<file path="src/rtl/udp_rx_pkg.sv">
// udp_rx_pkg: shared types and constants for the UDP receive-payload reader.
// FSM state encoding, UDP header length, skid buffer depth and the skid beat layout.
package udp_rx_pkg;

   typedef enum logic [2:0] {
      ST_IDLE     = 3'd0,
      ST_LOAD     = 3'd1,
      ST_READ     = 3'd2,
      ST_DRAIN    = 3'd3,
      ST_DONE     = 3'd4,
      ST_WAIT_CLR = 3'd5
   } rx_state_e;

   localparam int UDP_HDR_LEN     = 8;
   localparam int SKID_BASE_DEPTH = 2;

   typedef struct packed {
      logic       sof;
      logic       eof;
      logic [7:0] data;
   } rx_beat_t;

   // Two beats of slack plus one entry per cycle of RAM read latency.
   function automatic int skid_depth(input int rd_lat);
      return SKID_BASE_DEPTH + rd_lat;
   endfunction

endpackage

</file>
<file path="src/rtl/udp_rx_reader_if.sv">
// udp_rx_reader_if: payload byte stream from udp_rx_reader to its downstream consumer.
interface udp_rx_reader_if;
   logic [7:0]  m_data;
   logic        m_valid;
   logic        m_ready;
   logic        m_sof;
   logic        m_eof;
   logic [15:0] m_len;

   modport master (output m_data, m_valid, m_sof, m_eof, m_len, input m_ready);
   modport slave  (input m_data, m_valid, m_sof, m_eof, m_len, output m_ready);
endinterface

</file>
<file path="src/rtl/udp_rx_skid.sv">
// udp_rx_skid: small circular byte FIFO absorbing receive-RAM read latency,
// with valid/ready on both sides and a synchronous flush used on MAC abort.
module udp_rx_skid
   import udp_rx_pkg::*;
#(
   parameter int DEPTH = skid_depth(1),
   parameter int W     = 10
) (
   input  logic                         clk,
   input  logic                         rst_n,
   input  logic                         flush,
   input  logic                         in_valid,
   input  logic [W-1:0]                 in_data,
   output logic                         in_ready,
   output logic                         out_valid,
   output logic [W-1:0]                 out_data,
   input  logic                         out_ready,
   output logic [$clog2(DEPTH+1)-1:0]   count
);

   localparam int PW = (DEPTH > 1) ? $clog2(DEPTH) : 1;
   localparam int CW = $clog2(DEPTH + 1);

   logic [W-1:0]  mem_r [DEPTH];
   logic [PW-1:0] wr_ptr_r;
   logic [PW-1:0] rd_ptr_r;
   logic [CW-1:0] cnt_r;
   logic          push_s;
   logic          pop_s;

   function automatic logic [PW-1:0] ptr_inc(input logic [PW-1:0] p);
      if (p == PW'(DEPTH - 1)) begin
         return '0;
      end else begin
         return p + PW'(1'b1);
      end
   endfunction

   assign in_ready  = (cnt_r < CW'(DEPTH));
   assign out_valid = (cnt_r != '0);
   assign out_data  = mem_r[rd_ptr_r];
   assign count     = cnt_r;
   assign push_s    = in_valid & in_ready;
   assign pop_s     = out_valid & out_ready;

   // Storage, pointers and occupancy; flush discards everything buffered.
   always_ff @(posedge clk or negedge rst_n) begin
      if (!rst_n) begin
         for (int i = 0; i < DEPTH; i++) begin
            mem_r[i] <= '0;
         end
         wr_ptr_r <= '0;
         rd_ptr_r <= '0;
         cnt_r    <= '0;
      end else if (flush) begin
         wr_ptr_r <= '0;
         rd_ptr_r <= '0;
         cnt_r    <= '0;
      end else begin
         if (push_s) begin
            mem_r[wr_ptr_r] <= in_data;
            wr_ptr_r        <= ptr_inc(wr_ptr_r);
         end
         if (pop_s) begin
            rd_ptr_r <= ptr_inc(rd_ptr_r);
         end
         case ({push_s, pop_s})
            2'b10:   cnt_r <= cnt_r + CW'(1'b1);
            2'b01:   cnt_r <= cnt_r - CW'(1'b1);
            default: cnt_r <= cnt_r;
         endcase
      end
   end

endmodule

</file>
<file path="src/rtl/udp_rx_reader.sv">
// udp_rx_reader: reads a received UDP payload out of the MAC receive RAM and streams it downstream.
// Optional statistics counters are enabled with the UDP_RX_STATS_EN macro.
module udp_rx_reader
   import udp_rx_pkg::*;
#(
   parameter int ADDR_W  = 11,
   parameter int HDR_LEN = UDP_HDR_LEN,
   parameter int RD_LAT  = 1
) (
   input  logic              gmii_tx_clk,
   input  logic              rst_n,
   input  logic              fs_udp_rx,
   output logic              fd_udp_rx,
   input  logic [15:0]       udp_rx_len,
   output logic [ADDR_W-1:0] udp_rx_addr,
   input  logic [7:0]        udp_rxd,
   udp_rx_reader_if.master   m,
   output logic              busy
`ifdef UDP_RX_STATS_EN
   ,
   output logic [31:0]       pkt_cnt,
   output logic [15:0]       trunc_cnt,
   output logic [31:0]       byte_cnt
`endif
);

   localparam int          DEPTH = skid_depth(RD_LAT);
   localparam int          CW    = $clog2(DEPTH + 1);
   localparam logic [15:0] MAX_N = 16'(2 ** ADDR_W);
   localparam logic [15:0] HDR   = 16'(HDR_LEN);

   rx_state_e         state_r, state_s;
   logic [15:0]       len_r, mlen_r, issue_cnt_r, payload_s;
   logic [ADDR_W-1:0] addr_r;
   logic [RD_LAT-1:0] pipe_v_r, pipe_sof_r, pipe_eof_r;
   logic              fd_r, busy_r;
   logic              issue_s, abort_s, issue_ok_s, last_issue_s, accept_s;
   logic [CW:0]       inflight_s, occ_s;
   logic [CW-1:0]     skid_count_s;
   logic              skid_in_ready_s, skid_valid_s;
   rx_beat_t          push_beat_s, pop_beat_s;

   assign payload_s    = len_r - HDR;
   assign last_issue_s = (issue_cnt_r == (mlen_r - 16'd1));
   assign issue_ok_s   = (occ_s < (CW + 1)'(DEPTH));
   assign accept_s     = skid_valid_s & m.m_ready;
   assign push_beat_s  = {pipe_sof_r[RD_LAT-1], pipe_eof_r[RD_LAT-1], udp_rxd};

   // Reads in flight plus bytes already buffered bound how far ahead addressing may run.
   always_comb begin
      inflight_s = '0;
      for (int i = 0; i < RD_LAT; i++) begin
         inflight_s = inflight_s + {{CW{1'b0}}, pipe_v_r[i]};
      end
      occ_s = inflight_s + {1'b0, skid_count_s};
   end

   // Next-state logic, address issue and abort detection.
   always_comb begin
      state_s = state_r;
      issue_s = 1'b0;
      abort_s = 1'b0;
      case (state_r)
         ST_IDLE: begin
            if (fs_udp_rx) state_s = ST_LOAD;
            else           state_s = ST_IDLE;
         end
         ST_LOAD: begin
            if (len_r <= HDR) state_s = ST_DONE;
            else              state_s = ST_READ;
         end
         ST_READ: begin
            if (!fs_udp_rx) begin
               abort_s = 1'b1;
               state_s = ST_IDLE;
            end else if (issue_ok_s) begin
               issue_s = 1'b1;
               if (last_issue_s) state_s = ST_DRAIN;
               else              state_s = ST_READ;
            end else begin
               state_s = ST_READ;
            end
         end
         ST_DRAIN: begin
            if (!fs_udp_rx) begin
               abort_s = 1'b1;
               state_s = ST_IDLE;
            end else if (accept_s && pop_beat_s.eof) begin
               state_s = ST_DONE;
            end else begin
               state_s = ST_DRAIN;
            end
         end
         ST_DONE: state_s = ST_WAIT_CLR;
         ST_WAIT_CLR: begin
            if (!fs_udp_rx) state_s = ST_IDLE;
            else            state_s = ST_WAIT_CLR;
         end
         default: state_s = ST_IDLE;
      endcase
   end

   // FSM state register.
   always_ff @(posedge gmii_tx_clk or negedge rst_n) begin
      if (!rst_n) state_r <= ST_IDLE;
      else        state_r <= state_s;
   end

   // Length latch, clipped payload length, byte/address counters and status outputs.
   always_ff @(posedge gmii_tx_clk or negedge rst_n) begin
      if (!rst_n) begin
         fd_r        <= 1'b0;
         busy_r      <= 1'b0;
         len_r       <= 16'd0;
         mlen_r      <= 16'd0;
         issue_cnt_r <= 16'd0;
         addr_r      <= '0;
      end else begin
         fd_r   <= (state_s == ST_DONE);
         busy_r <= (state_s != ST_IDLE);
         if (state_r == ST_IDLE && fs_udp_rx) begin
            len_r <= udp_rx_len;
         end
         if (state_r == ST_LOAD) begin
            issue_cnt_r <= 16'd0;
            addr_r      <= '0;
            if (len_r <= HDR)            mlen_r <= 16'd0;
            else if (payload_s > MAX_N)  mlen_r <= MAX_N;
            else                         mlen_r <= payload_s;
         end else if (issue_s) begin
            issue_cnt_r <= issue_cnt_r + 16'd1;
            // Hold on the last address so a full 2**ADDR_W clip never wraps to 0.
            if (!last_issue_s) addr_r <= addr_r + ADDR_W'(1'b1);
         end
      end
   end

   // Read-latency pipeline tagging each issued address with its framing bits.
   always_ff @(posedge gmii_tx_clk or negedge rst_n) begin
      if (!rst_n) begin
         pipe_v_r   <= '0;
         pipe_sof_r <= '0;
         pipe_eof_r <= '0;
      end else if (abort_s) begin
         pipe_v_r   <= '0;
         pipe_sof_r <= '0;
         pipe_eof_r <= '0;
      end else begin
         for (int i = 1; i < RD_LAT; i++) begin
            pipe_v_r[i]   <= pipe_v_r[i-1];
            pipe_sof_r[i] <= pipe_sof_r[i-1];
            pipe_eof_r[i] <= pipe_eof_r[i-1];
         end
         pipe_v_r[0]   <= issue_s;
         pipe_sof_r[0] <= issue_s & (issue_cnt_r == 16'd0);
         pipe_eof_r[0] <= issue_s & last_issue_s;
      end
   end

   udp_rx_skid #(
      .DEPTH (DEPTH),
      .W     ($bits(rx_beat_t))
   ) u_skid (
      .clk       (gmii_tx_clk),
      .rst_n     (rst_n),
      .flush     (abort_s),
      .in_valid  (pipe_v_r[RD_LAT-1] & skid_in_ready_s),
      .in_data   (push_beat_s),
      .in_ready  (skid_in_ready_s),
      .out_valid (skid_valid_s),
      .out_data  (pop_beat_s),
      .out_ready (m.m_ready),
      .count     (skid_count_s)
   );

   assign m.m_valid   = skid_valid_s;
   assign m.m_data    = pop_beat_s.data;
   assign m.m_sof     = pop_beat_s.sof;
   assign m.m_eof     = pop_beat_s.eof;
   assign m.m_len     = mlen_r;
   assign fd_udp_rx   = fd_r;
   assign busy        = busy_r;
   assign udp_rx_addr = addr_r;

`ifdef UDP_RX_STATS_EN
   // Completed packets, truncations (clip or abort) and accepted bytes; all wrap.
   always_ff @(posedge gmii_tx_clk or negedge rst_n) begin
      if (!rst_n) begin
         pkt_cnt   <= 32'd0;
         trunc_cnt <= 16'd0;
         byte_cnt  <= 32'd0;
      end else begin
         if (state_r == ST_DONE) pkt_cnt <= pkt_cnt + 32'd1;
         if (abort_s || (state_r == ST_LOAD && len_r > HDR && payload_s > MAX_N)) begin
            trunc_cnt <= trunc_cnt + 16'd1;
         end
         if (accept_s) byte_cnt <= byte_cnt + 32'd1;
      end
   end
`endif

endmodule

</file>
<file path="src/flat_wrapper.sv">
// flat-port wrapper written by rule: the top's interface ports become plain ports
module udp_rx_reader_flat import udp_rx_pkg::*;
#(
   parameter int ADDR_W  = 11,
   parameter int HDR_LEN = UDP_HDR_LEN,
   parameter int RD_LAT  = 1
)
  (gmii_tx_clk, rst_n, fs_udp_rx, fd_udp_rx, udp_rx_len, udp_rx_addr, udp_rxd, busy, m_m_data, m_m_valid, m_m_sof, m_m_eof, m_m_len, m_m_ready);
  udp_rx_reader_if m_i ();
  input  logic gmii_tx_clk;
  input  logic rst_n;
  input  logic fs_udp_rx;
  output logic fd_udp_rx;
  input  logic [15:0] udp_rx_len;
  output logic [ADDR_W-1:0] udp_rx_addr;
  input  logic [7:0] udp_rxd;
  output logic busy;
  output wire logic [$bits(m_i.m_data)-1:0] m_m_data;
  output wire logic [$bits(m_i.m_valid)-1:0] m_m_valid;
  output wire logic [$bits(m_i.m_sof)-1:0] m_m_sof;
  output wire logic [$bits(m_i.m_eof)-1:0] m_m_eof;
  output wire logic [$bits(m_i.m_len)-1:0] m_m_len;
  input wire logic [$bits(m_i.m_ready)-1:0] m_m_ready;
  assign m_m_data = m_i.m_data;
  assign m_m_valid = m_i.m_valid;
  assign m_m_sof = m_i.m_sof;
  assign m_m_eof = m_i.m_eof;
  assign m_m_len = m_i.m_len;
  assign m_i.m_ready = m_m_ready;
  udp_rx_reader #(.ADDR_W(ADDR_W), .HDR_LEN(HDR_LEN), .RD_LAT(RD_LAT)) u_core (.gmii_tx_clk(gmii_tx_clk), .rst_n(rst_n), .fs_udp_rx(fs_udp_rx), .fd_udp_rx(fd_udp_rx), .udp_rx_len(udp_rx_len), .udp_rx_addr(udp_rx_addr), .udp_rxd(udp_rxd), .m(m_i), .busy(busy));
endmodule
</file>
<file path="config.mk">
export PLATFORM = sky130hd
export DESIGN_NAME = udp_rx_reader_flat
export DESIGN_NICKNAME = d
export VERILOG_FILES = /design/src/rtl/udp_rx_pkg.sv /design/src/rtl/udp_rx_reader_if.sv /design/src/rtl/udp_rx_skid.sv /design/src/rtl/udp_rx_reader.sv /design/src/flat_wrapper.sv
export SDC_FILE = /design/constraint.sdc
export NUM_CORES = 1
export LEC_CHECK = 0
export BUFFER_PORTS_ARGS = -buffer_cell sky130_fd_sc_hd__buf_2
export CAP_MARGIN = 20
export CORE_MARGIN = 4
export CORE_UTILIZATION = 40
export DETAILED_ROUTE_END_ITERATION = 10
export PLACE_DENSITY = 0.68
export SETUP_SLACK_MARGIN = 0.05
export SYNTH_ARGS = -nofsm -noshare
export SYNTH_HDL_FRONTEND = slang
export SYNTH_SLANG_ARGS = --single-unit
</file>
<file path="constraint.sdc">
create_clock -name gmii_tx_clk -period 3.8 [get_ports gmii_tx_clk]
set_input_delay 0.76 -clock gmii_tx_clk [delete_from_list [all_inputs] [get_ports gmii_tx_clk]]
set_output_delay 0.76 -clock gmii_tx_clk [all_outputs]
set_load 0.03 [all_outputs]
</file>
# After elaboration in Yosys (flattened, before gate mapping)
# Cells that the tools add are included.
[totals]
latch_bits = 0
mem_bits_ro = 0
in_bits = 28
regBits = 103
ramBits = 0
n_memories = 0
[classes]
n_addsub = 9
reduce_logical = 14
multipliers = 0
muxes = 38
n_eq_ne = 12
n_shift = 0
div = 0
order_cmp = 7
n_bitwise = 8
[ops]
columns = ["cell", "n"]
rows = [
  ["two-way mux 16 bit", 4],
  ["two-way mux 11 bit", 3],
  ["bitwise mux 30 bit", 1],
  ["two-way mux 10 bit", 3],
  ["binary-select mux 10 bit (select 2 bit)", 1],
  ["demux 10 bit (select 2 bit)", 1],
  ["case mux 3 bit (6 select lines)", 1],
  ["adder 16 x 1 -> 16 bit, second input constant", 1],
  ["equality test 16 bit", 1],
  ["greater-than comparator 16 x 12 -> 1 bit, second input constant", 1],
  ["<= comparator 16 x 4 -> 1 bit, second input constant", 1],
  ["logical NOT 16 bit", 1],
  ["subtractor 16 x 1 -> 16 bit, second input constant", 1],
  ["subtractor 16 x 4 -> 16 bit, second input constant", 1],
  ["two-way mux 3 bit", 5],
  ["two-way mux 2 bit", 7],
  ["adder 11 x 1 -> 11 bit, second input constant", 1],
  ["two-way mux 1 bit", 11],
  ["equality test 3 bit, second input constant", 3],
  ["nonzero test 2 bit", 4],
  ["adder 2 x 1 -> 2 bit, second input constant", 3],
  ["equality test 2 bit, second input constant", 3],
  ["equality test 3 x 2 -> 1 bit, second input constant", 2],
  [">= comparator 3 bit, second input constant", 2],
  ["other kinds (17)", 26],
]

# Depth between registers and ports, before layout
# Gate-level depths: netlist of run 1.
[logic_depth]
depth_word = 9
depth_mapped = 11
depth_no_buf = 10

# Hierarchy
# Synthesis of run 1 repeated with hierarchy kept, for this count alone.
[unflattened]
hier_cells = 540
hier_area_um2 = 5582.9
[modules_own_cells]
columns = ["mod", "instances", "area_per_inst_um2", "seq_area_each_um2", "cells_each"]
rows = [
  ["udp_rx_reader", 1, 3847.4, 1676.6, 409],
  ["udp_rx_skid", 1, 1735.4, 900.9, 131],
]

# Worst setup path before layout of run 1
# No wires, ideal clock.
[synth_timing]
path_kind = "register -> register"
from = "reg u_core.mlen_r[8] (netlist: u_core.m.m_len[8])"
to = "reg u_core.busy_r (netlist: u_core.busy)"
n_path_buf = 1
required_ns = 3.669
t_arrival_ns = 2.705
slack_ns = 0.964
period_less_slack_ns = 2.836
stages_incl_launch_ff = 10
cell_sequence = "dfrtp_1 -> buf_6 -> or3_4 -> or4_4 -> xor2_1 -> and3_4 -> o22ai_4 -> nor3_2 -> or3_4 -> or3b_1"
[synth_via]
elab_chain_len = 7
[synth_lines]
columns = ["element", "line_no", "source"]
rows = [
  ["start: declaration", "udp_rx_reader.sv:33", "logic [15:0] len_r, mlen_r, issue_cnt_r, payload_s;"],
  ["start signal: assignment", "udp_rx_reader.sv:129", "else mlen_r <= payload_s;"],
  ["subtractor 16 x 1 -> 16 bit", "udp_rx_reader.sv:44", "assign last_issue_s = (issue_cnt_r == (mlen_r - 16'd1));"],
  ["equality test 16 bit", "udp_rx_reader.sv:44", ""],
  ["two-way mux 1 bit", "udp_rx_reader.sv:78", "if (last_issue_s) state_s = ST_DRAIN;"],
  ["two-way mux 1 bit", "udp_rx_reader.sv:76", "end else if (issue_ok_s) begin"],
  ["two-way mux 3 bit", "udp_rx_reader.sv:73", "if (!fs_udp_rx) begin"],
  ["case mux 3 bit (6 select lines)", "udp_rx_reader.sv:63", "case (state_r)"],
  ["via u_core.state_s[0]", "udp_rx_reader.sv:32", "rx_state_e state_r, state_s;"],
  ["nonzero test 3 bit", "udp_rx_reader.sv:120", "busy_r <= (state_s != ST_IDLE);"],
  ["end signal: assignment", "udp_rx_reader.sv:120", ""],
  ["end: declaration", "udp_rx_reader.sv:36", "logic fd_r, busy_r;"],
]
# The timed path passes the listed nets, and every way through them passes these cells.
# A chain may end at the register's enable or synchronous reset.

# Worst setup path in the final report of run 1
[layout_timing]
from = "reg u_core.u_skid.cnt_r[0] (netlist: u_core.u_skid.count[0])"
to = "reg u_core.issue_cnt_r[15]"
[layout_via]
elab_chain_len = 6
[layout_lines]
columns = ["element", "line_no", "source"]
rows = [
  ["start: declaration", "udp_rx_skid.sv:27", "logic [CW-1:0] cnt_r;"],
  ["start signal: assignment", "udp_rx_skid.sv:68", "2'b10: cnt_r <= cnt_r + CW'(1'b1);"],
  ["start signal: assignment", "udp_rx_skid.sv:69", "2'b01: cnt_r <= cnt_r - CW'(1'b1);"],
  ["start signal: assignment", "udp_rx_skid.sv:70", "default: cnt_r <= cnt_r;"],
  ["adder 1 x 2 -> 3 bit", "udp_rx_reader.sv:55", "occ_s = inflight_s + {1'b0, skid_count_s};"],
  ["< comparator 3 x 2 -> 1 bit", "udp_rx_reader.sv:45", "assign issue_ok_s = (occ_s < (CW + 1)'(DEPTH));"],
  ["two-way mux 1 bit", "udp_rx_reader.sv:76", ""],
  ["two-way mux 1 bit", "udp_rx_reader.sv:73", ""],
  ["two-way mux 1 bit", "udp_rx_reader.sv:63", ""],
  ["nonzero test 2 bit (no line)", "-", ""],
  ["end signal: assignment", "udp_rx_reader.sv:131", "issue_cnt_r <= issue_cnt_r + 16'd1;"],
  ["end: declaration", "udp_rx_reader.sv:33", ""],
]
# No other way between the ends.

==> results of run 1 <==
## cells by family (layout without fill, tap and decap cells)
family / count (synthesis) / count (layout)
adders and majority gates: 9 / 9
xor gates and xnor gates: 42 / 42
and+or+nand+nor: 205 / 205
muxes: 54 / 54
buffers and inverters: 44 / 107
DFF: 103 / 103
AOI/OAI and AO/OA: 80 / 80
## layer usage
layer  routed length [um]  share of wire (%)  vias to the layer above
li1                     -                  -                     2024
met1                 5210                 43                     2061
met2                 6250                 52                       79
met3                  557                4.6                       10
met4                  120               0.99                        0
met5                    0                  0                        -
## synth_stat cells (2+ instances only)
cell type  number  area share (%)
nor3_2          2            0.37
nor2b_1         3            0.35
and4_1          3            0.49
mux2_2         38             7.9
o31ai_1         2            0.28
nand3b_1        2            0.28
or3_4           2            0.42
inv_1          18             1.2
o32a_1          2            0.37
nand3_1        14             1.3
nor3_1         13             1.2
clkbuf_1       21             1.5
a21oi_1        19             1.8
or4_4           3            0.62
and3_1          5            0.58
dfrtp_1       103              48
or2_2           2            0.23
o21ai_1         5            0.46
or4_1           3            0.42
nor3b_1         4            0.55
a31oi_1         6            0.69
ha_1            9             2.1
nand2_1        50             3.5
mux2i_1        14             2.6
nand4_1        16             1.8
or3_1          10             1.2
nand2b_1        5            0.58
o21ai_0        31             2.9
nor2_1         44             3.1
o22ai_1         4            0.46
buf_1           3            0.21
nor4_1          8            0.92
and2_1          7            0.81
xor2_1         25             4.0
xnor2_1        17             2.8
mux2_1          2            0.42
## state kept, by name, summed over array words and instances, names as in the netlist
register / cells
u_core.state_r: 3
u_core.pipe_eof_r: 1
u_core.issue_cnt_r: 16
u_core.udp_rx_addr: 11
u_core.u_skid.count: 2
u_core.u_skid.mem_r: 30
u_core.fd_udp_rx: 1
u_core.len_r: 16
u_core.pipe_v_r: 1
u_core.busy: 1
u_core.u_skid.wr_ptr_r: 2
u_core.u_skid.rd_ptr_r: 2
u_core.pipe_sof_r: 1
u_core.m.m_len: 16
## stage by stage
step	hold WS, ps	setup WS, ps	instance area (um2)
floorplan	457	964	5410
global placement	474	980	5910
detailed placement	494	815	5910
CTS	476	789	6230
global route	509	569	6230
finish	452	796	6230
## placed cells by master, fill, tap and decap left out, types with 16 or more instances in the layout
cell       n
a21oi_1   19
buf_2     66
dfrtp_1  103
inv_1     18
mux2_2    38
nand2_1   50
nand4_1   16
nor2_1    44
o21ai_0   31
xnor2_1   17
xor2_1    25
## worst paths after layout
path	from	to	depth (start not counted)	slack [ps]
max	u_core.u_skid.count[0]$_DFFE_PN0P_	u_core.issue_cnt_r[15]$_DFFE_PN0P_	10	800
max reg2reg	u_core.u_skid.count[0]$_DFFE_PN0P_	u_core.issue_cnt_r[15]$_DFFE_PN0P_	10	800
min reg2reg	u_core.u_skid.mem_r[10]$_DFFE_PN0P_	u_core.u_skid.mem_r[10]$_DFFE_PN0P_	1	510
min	rst_n	u_core.u_skid.mem_r[3]$_DFFE_PN0P_	1	450
min in group gmii_tx_clk	u_core.u_skid.mem_r[10]$_DFFE_PN0P_	u_core.u_skid.mem_r[10]$_DFFE_PN0P_	1	510
max in group asynchronous	rst_n	u_core.u_skid.mem_r[17]$_DFFE_PN0P_	2	2530
## layout make-up
| cell class | count | area, um2 |
|---|---|---|
| Timing Repair Buffer | 73 | 383 |
| Sequential cell | 103 | 2580 |
| Inverter | 18 | 67.6 |
| Clock buffer | 11 | 243 |
| Fill cell | 1259 | 7010 |
| Clock inverter | 5 | 81.3 |
| Tap cell | 176 | 220 |
| Multi-Input combinational cell | 390 | 2660 |
## power by group through the flow
stage / Sequential, uW / Clock [uW] / Combinational (uW)
4_1_cts: 1740 / 1020 / 1980
3_3_place_gp: 1740 / 0 / 1910
3_5_place_dp: 1770 / 0 / 1970
5_1_grt: 1800 / 1070 / 2170
6_report: 1750 / 997 / 1960
2_1_floorplan: 1690 / 0 / 1540
==> flow_summary.toml, run 1 <==
[finish]
utilization_pct = 47.1
stdcell_count = 776
layout-drive-gt1-share_pct = 23.5
area_growth_pct = 15.2
antenna_cells = 0
fin_nets = 632

[sta]
finClkSkew_ps = 6.65
fin_crit_ps = 3000
fin_tns_setup_ps = 0
rsz0062_at_grt = "no"
worst_pin_slew_ps = 788
setup_viol_count_final = 0
max_clock_freq_mhz = 333
finalCritPeriodShare_pct = 79.0
max_slew_margin_pct = 47.0
drv_slew = 0
hold_violations = 0

[clock_tree]
numCtsBuffers = 9
cts_buffer_depth = 2
clock_sinks = 103
post-cts-setup-buffer-count = 0
clkTransAtPathRegs_ps = 70
clk_latency_ps = 350
h-tree-depth = 3
cts_tree = "yes"
postCtsHoldBufs = 0
postCtsResizedCells = 0
ctsRootBufferMaster = "clkbuf_16"

[route]
viasPerCell = 5.38
via_count = 4174
ant_nets = 0
wirelength_mm = 12.1
wl_per_cell_um = 15.6
route.detailed.drc = 0
drt-initial-drc-count = 250
dr.pass1.iters = 5

[synth]
synth_seq_cells = 103
synth_top_family_by_area = "simple AND/OR/NAND/NOR gates"
synth_edf_count = 0
synth_compound_area_share_pct = 8.95
yosys_warnings = 0
ys.flop_type = "dfrtp_1"
synthXorXnorAreaFrac_pct = 6.80
post_synth_mux_area_share_pct = 10.9
synth-async-reset-ratio_pct = 100
synth-simple-area-share_pct = 20.4
syn_nets = 574
synth_area_um2 = 5410
yosysSeqAreaShare_pct = 47.6
avgSynthCellArea_um2 = 10.1
synth_fa_ha_area_share_pct = 2.08
syn_inst = 537
synth.distinct_cells = 58

[power]
p_leak_uw = 0.00288
power.internal_uw = 2820
switching_share_pct = 40.0
power_uw = 4700
vdd_drop_max_uv = 453
combPwrFrac_pct = 41.6
p_per_area_nw_per_um2 = 754
switchingPower_uw = 1880
p_clk_share_pct = 21.2
seqPwrFrac_pct = 37.2

[setup_path]
cpPeakStageDelay_ps = 440
critPathArrivalTime_ps = 3280
end_kind = "register"
startpoint_type = "register"
path_delay_family = "simple AND/OR/NAND/NOR gates"
slowest_stage = "dfrtp_1"
crit_buf_inv = 1
path_max_fanout = 13
critPathKind = "reg -> reg"
required_ps = 4070
path_cells = "ha_1 -> ha_1 -> a21oi_1 -> nand4_1 -> inv_1 -> nand3_1 -> nor2_1 -> nand3_1 -> or3_1 -> a21oi_1"

[die]
rows = 42
io_pins = 68
fp.dieW_um = 124
start_util_pct = 40.9
fp.dieArea_um2 = 15500
die_h_um = 124
core_um2 = 13200

[run]
max-cap-violations = 0

[global_route]
met3_usage_pct = 4.59
grt_pass1_wl_mm = 20.7
overflow = 0
grt_use_met1_pct = 19.6
antenna_found_initial = 0
grt_max_degree = 57
grt_pass1_vias = 4288
grt.total_usage_pct = 16.0
use_met2_pct = 28.0
busiest_layer = "met2"

[min_path]
hp-class = "in -> async"

[outcome]
status = "finished, final reports clean"

[placed_design]
dpl.hpwl_mm = 8.79
routabilityCongestion = 0.816
portBuffers = 67
placed_cells = 760
No activity file was read; power rests on OpenSTA's default activity.
==> inputs of run 2 (changes only) <==
==> constraint.sdc (replaced) <==
create_clock -name gmii_tx_clk -period 2.8 [get_ports gmii_tx_clk]
set_input_delay 0.56 -clock gmii_tx_clk [delete_from_list [all_inputs] [get_ports gmii_tx_clk]]
set_output_delay 0.56 -clock gmii_tx_clk [all_outputs]
set_load 0.03 [all_outputs]
==> flow_summary.toml, run 2 (synthesis results as in run 1) <==
[outcome]
status = "finished, final reports clean"

[route]
wirelength_mm = 12.2
dr.pass1.iters = 4
drt-initial-drc-count = 216
wl_per_cell_um = 15.3
route.detailed.drc = 0
viasPerCell = 5.36
via_count = 4264
ant_nets = 0

[setup_path]
path_cells = "or3_4 -> or4_4 -> xor2_1 -> and3_4 -> o22ai_4 -> nor3_2 -> or3_4 -> or3b_1"
required_ps = 3020
path_max_fanout = 4
cpPeakStageDelay_ps = 460
end_kind = "register"
critPathArrivalTime_ps = 2930
critPathKind = "reg -> reg"
slowest_stage = "or4_4"
crit_path_frequent_cell = "or3_4"
startpoint_type = "register"

[die]
start_util_pct = 40.9
fp.dieW_um = 124
core_um2 = 13200
io_pins = 68
rows = 42
fp.dieArea_um2 = 15500
die_h_um = 124

[power]
vdd_drop_max_uv = 531
switchingPower_uw = 2600
power_uw = 6470
combPwrFrac_pct = 45.8
p_per_area_nw_per_um2 = 1010
switching_share_pct = 40.1
power.internal_uw = 3880
seqPwrFrac_pct = 35.0
p_clk_share_pct = 19.2
p_leak_uw = 0.00298

[clock_tree]
ctsRootBufferMaster = "clkbuf_16"
cts_buffer_depth = 2
postCtsHoldBufs = 0
h-tree-depth = 3
clk_latency_ps = 340
cts_tree = "yes"
numCtsBuffers = 9
clock_sinks = 103
clkTransAtPathRegs_ps = 60

[finish]
regMostFlops = "u_core.u_skid.mem_r"
layout-drive-gt1-share_pct = 26.8
antenna_cells = 0
final_cell_mix = "102 x dfrtp_1, 66 x buf_2, 50 x nand2_1, 43 x nor2_1, 38 x mux2_2"
final_area_um2 = 6400
nFillCells = 1234
final_common_cell = "dfrtp_1"
fin_nets = 652
largest_reg_flops = 30
area_growth_pct = 18.3

[global_route]
use_met2_pct = 27.9
grt_max_degree = 68
antenna_found_initial = 0
overflow = 0
grt_pass1_wl_mm = 21.0
met3_usage_pct = 3.47
busiest_layer = "met2"
grt.total_usage_pct = 16.3
grt_pass1_vias = 4368
grt_use_met1_pct = 20.4

[placed_design]
portBuffers = 67
placed_area_um2 = 6070
dpl.hpwl_mm = 9.10
pre_cts_slack_ps = -6.31
routabilityCongestion = 0.833

[sta]
max_clock_freq_mhz = 369
drv_slew = 0
max_slew_margin_pct = 43.0
fin_crit_ps = 2710
finClkSkew_ps = 4.86
rsz0062_at_grt = "yes"
finalCritPeriodShare_pct = 96.7
worst_slack_ps = 92.2
hold_violations = 0
worst_pin_slew_ps = 855
setup_viol_count_final = 0

[min_path]
hp-class = "in -> async"

[run]
max-cap-violations = 0
-- run 2: metrics by stage --
| stage | TNS [ps] | instances | hold WS (ps) | utilization, % |
|---|---|---|---|---|
| CTS | 0 | 795 | 359 | 48.1 |
| global placement | 0 | 779 | 473 | 45.8 |
| detailed placement | -6.31 | 779 | 486 | 45.8 |
| global route | -59.4 | 796 | 413 | 48.3 |
| floorplan | 0 | 537 | 264 | - |
| finish | 0 | 796 | 335 | 48.3 |
-- run 2: worst paths after layout --
path / from / end / slack, ps / cells past startpoint
max reg2reg: u_core.m.m_len[8]$_DFFE_PN0P_ / u_core.busy$_DFF_PN0_ / 90 / 8
min reg2reg: u_core.state_r[2]$_DFF_PN0_ / u_core.state_r[1]$_DFF_PN0_ / 500 / 1
min in group gmii_tx_clk: udp_rx_len[4] / u_core.len_r[4]$_DFFE_PN0P_ / 420 / 3
min: rst_n / u_core.state_r[2]$_DFF_PN0_ / 340 / 1
max in group asynchronous: rst_n / u_core.u_skid.mem_r[5]$_DFFE_PN0P_ / 1800 / 2
max: u_core.m.m_len[8]$_DFFE_PN0P_ / u_core.busy$_DFF_PN0_ / 90 / 8
-- run 2: layer usage --
metal  wire, um  vias to the layer above
met4        218                        0
met5          0                        -
li1           -                     2059
met3        472                       16
met1       5450                     2110
met2       6040                       79
-- run 2: cell type report --
class / count / area, um2 / share of cell area, %
Tap cell: 176 / 220 / 3.44
Clock buffer: 13 / 250 / 3.91
Sequential cell: 103 / 2580 / 40.3
Multi-Input combinational cell: 390 / 2700 / 42.1
Inverter: 18 / 67.6 / 1.06
Timing Repair Buffer: 93 / 546 / 8.52
Clock inverter: 3 / 42.5 / 0.665
-- run 2: repair_timing --
| action | in CTS | in global routing |
|---|---|---|
| resized for setup | 2 | 5 |
| setup buffers | 0 | 1 |
| pin swaps | 0 | 3 |
| endpoints found under the setup margin | 2 | 25 |
-- run 2: power by group through the flow --
| stage | sequential, uW | combinational (uW) | clock (uW) |
|---|---|---|---|
| 2_1_floorplan | 2290 | 2090 | 0 |
| 3_3_place_gp | 2260 | 2830 | 0 |
| 3_5_place_dp | 2290 | 2920 | 0 |
| 4_1_cts | 2260 | 2980 | 1280 |
| 5_1_grt | 2320 | 3260 | 1340 |
| 6_report | 2270 | 2960 | 1240 |
-- run 2: worst max-delay path, delay by kind of cell (launching register included) --
family | cells | cell delay [ps]
flip-flops | 1 | 400
XOR/XNOR | 1 | 180
AND/OR/NAND/NOR | 6 | 1840
AO/OA/AOI/OAI | 1 | 180
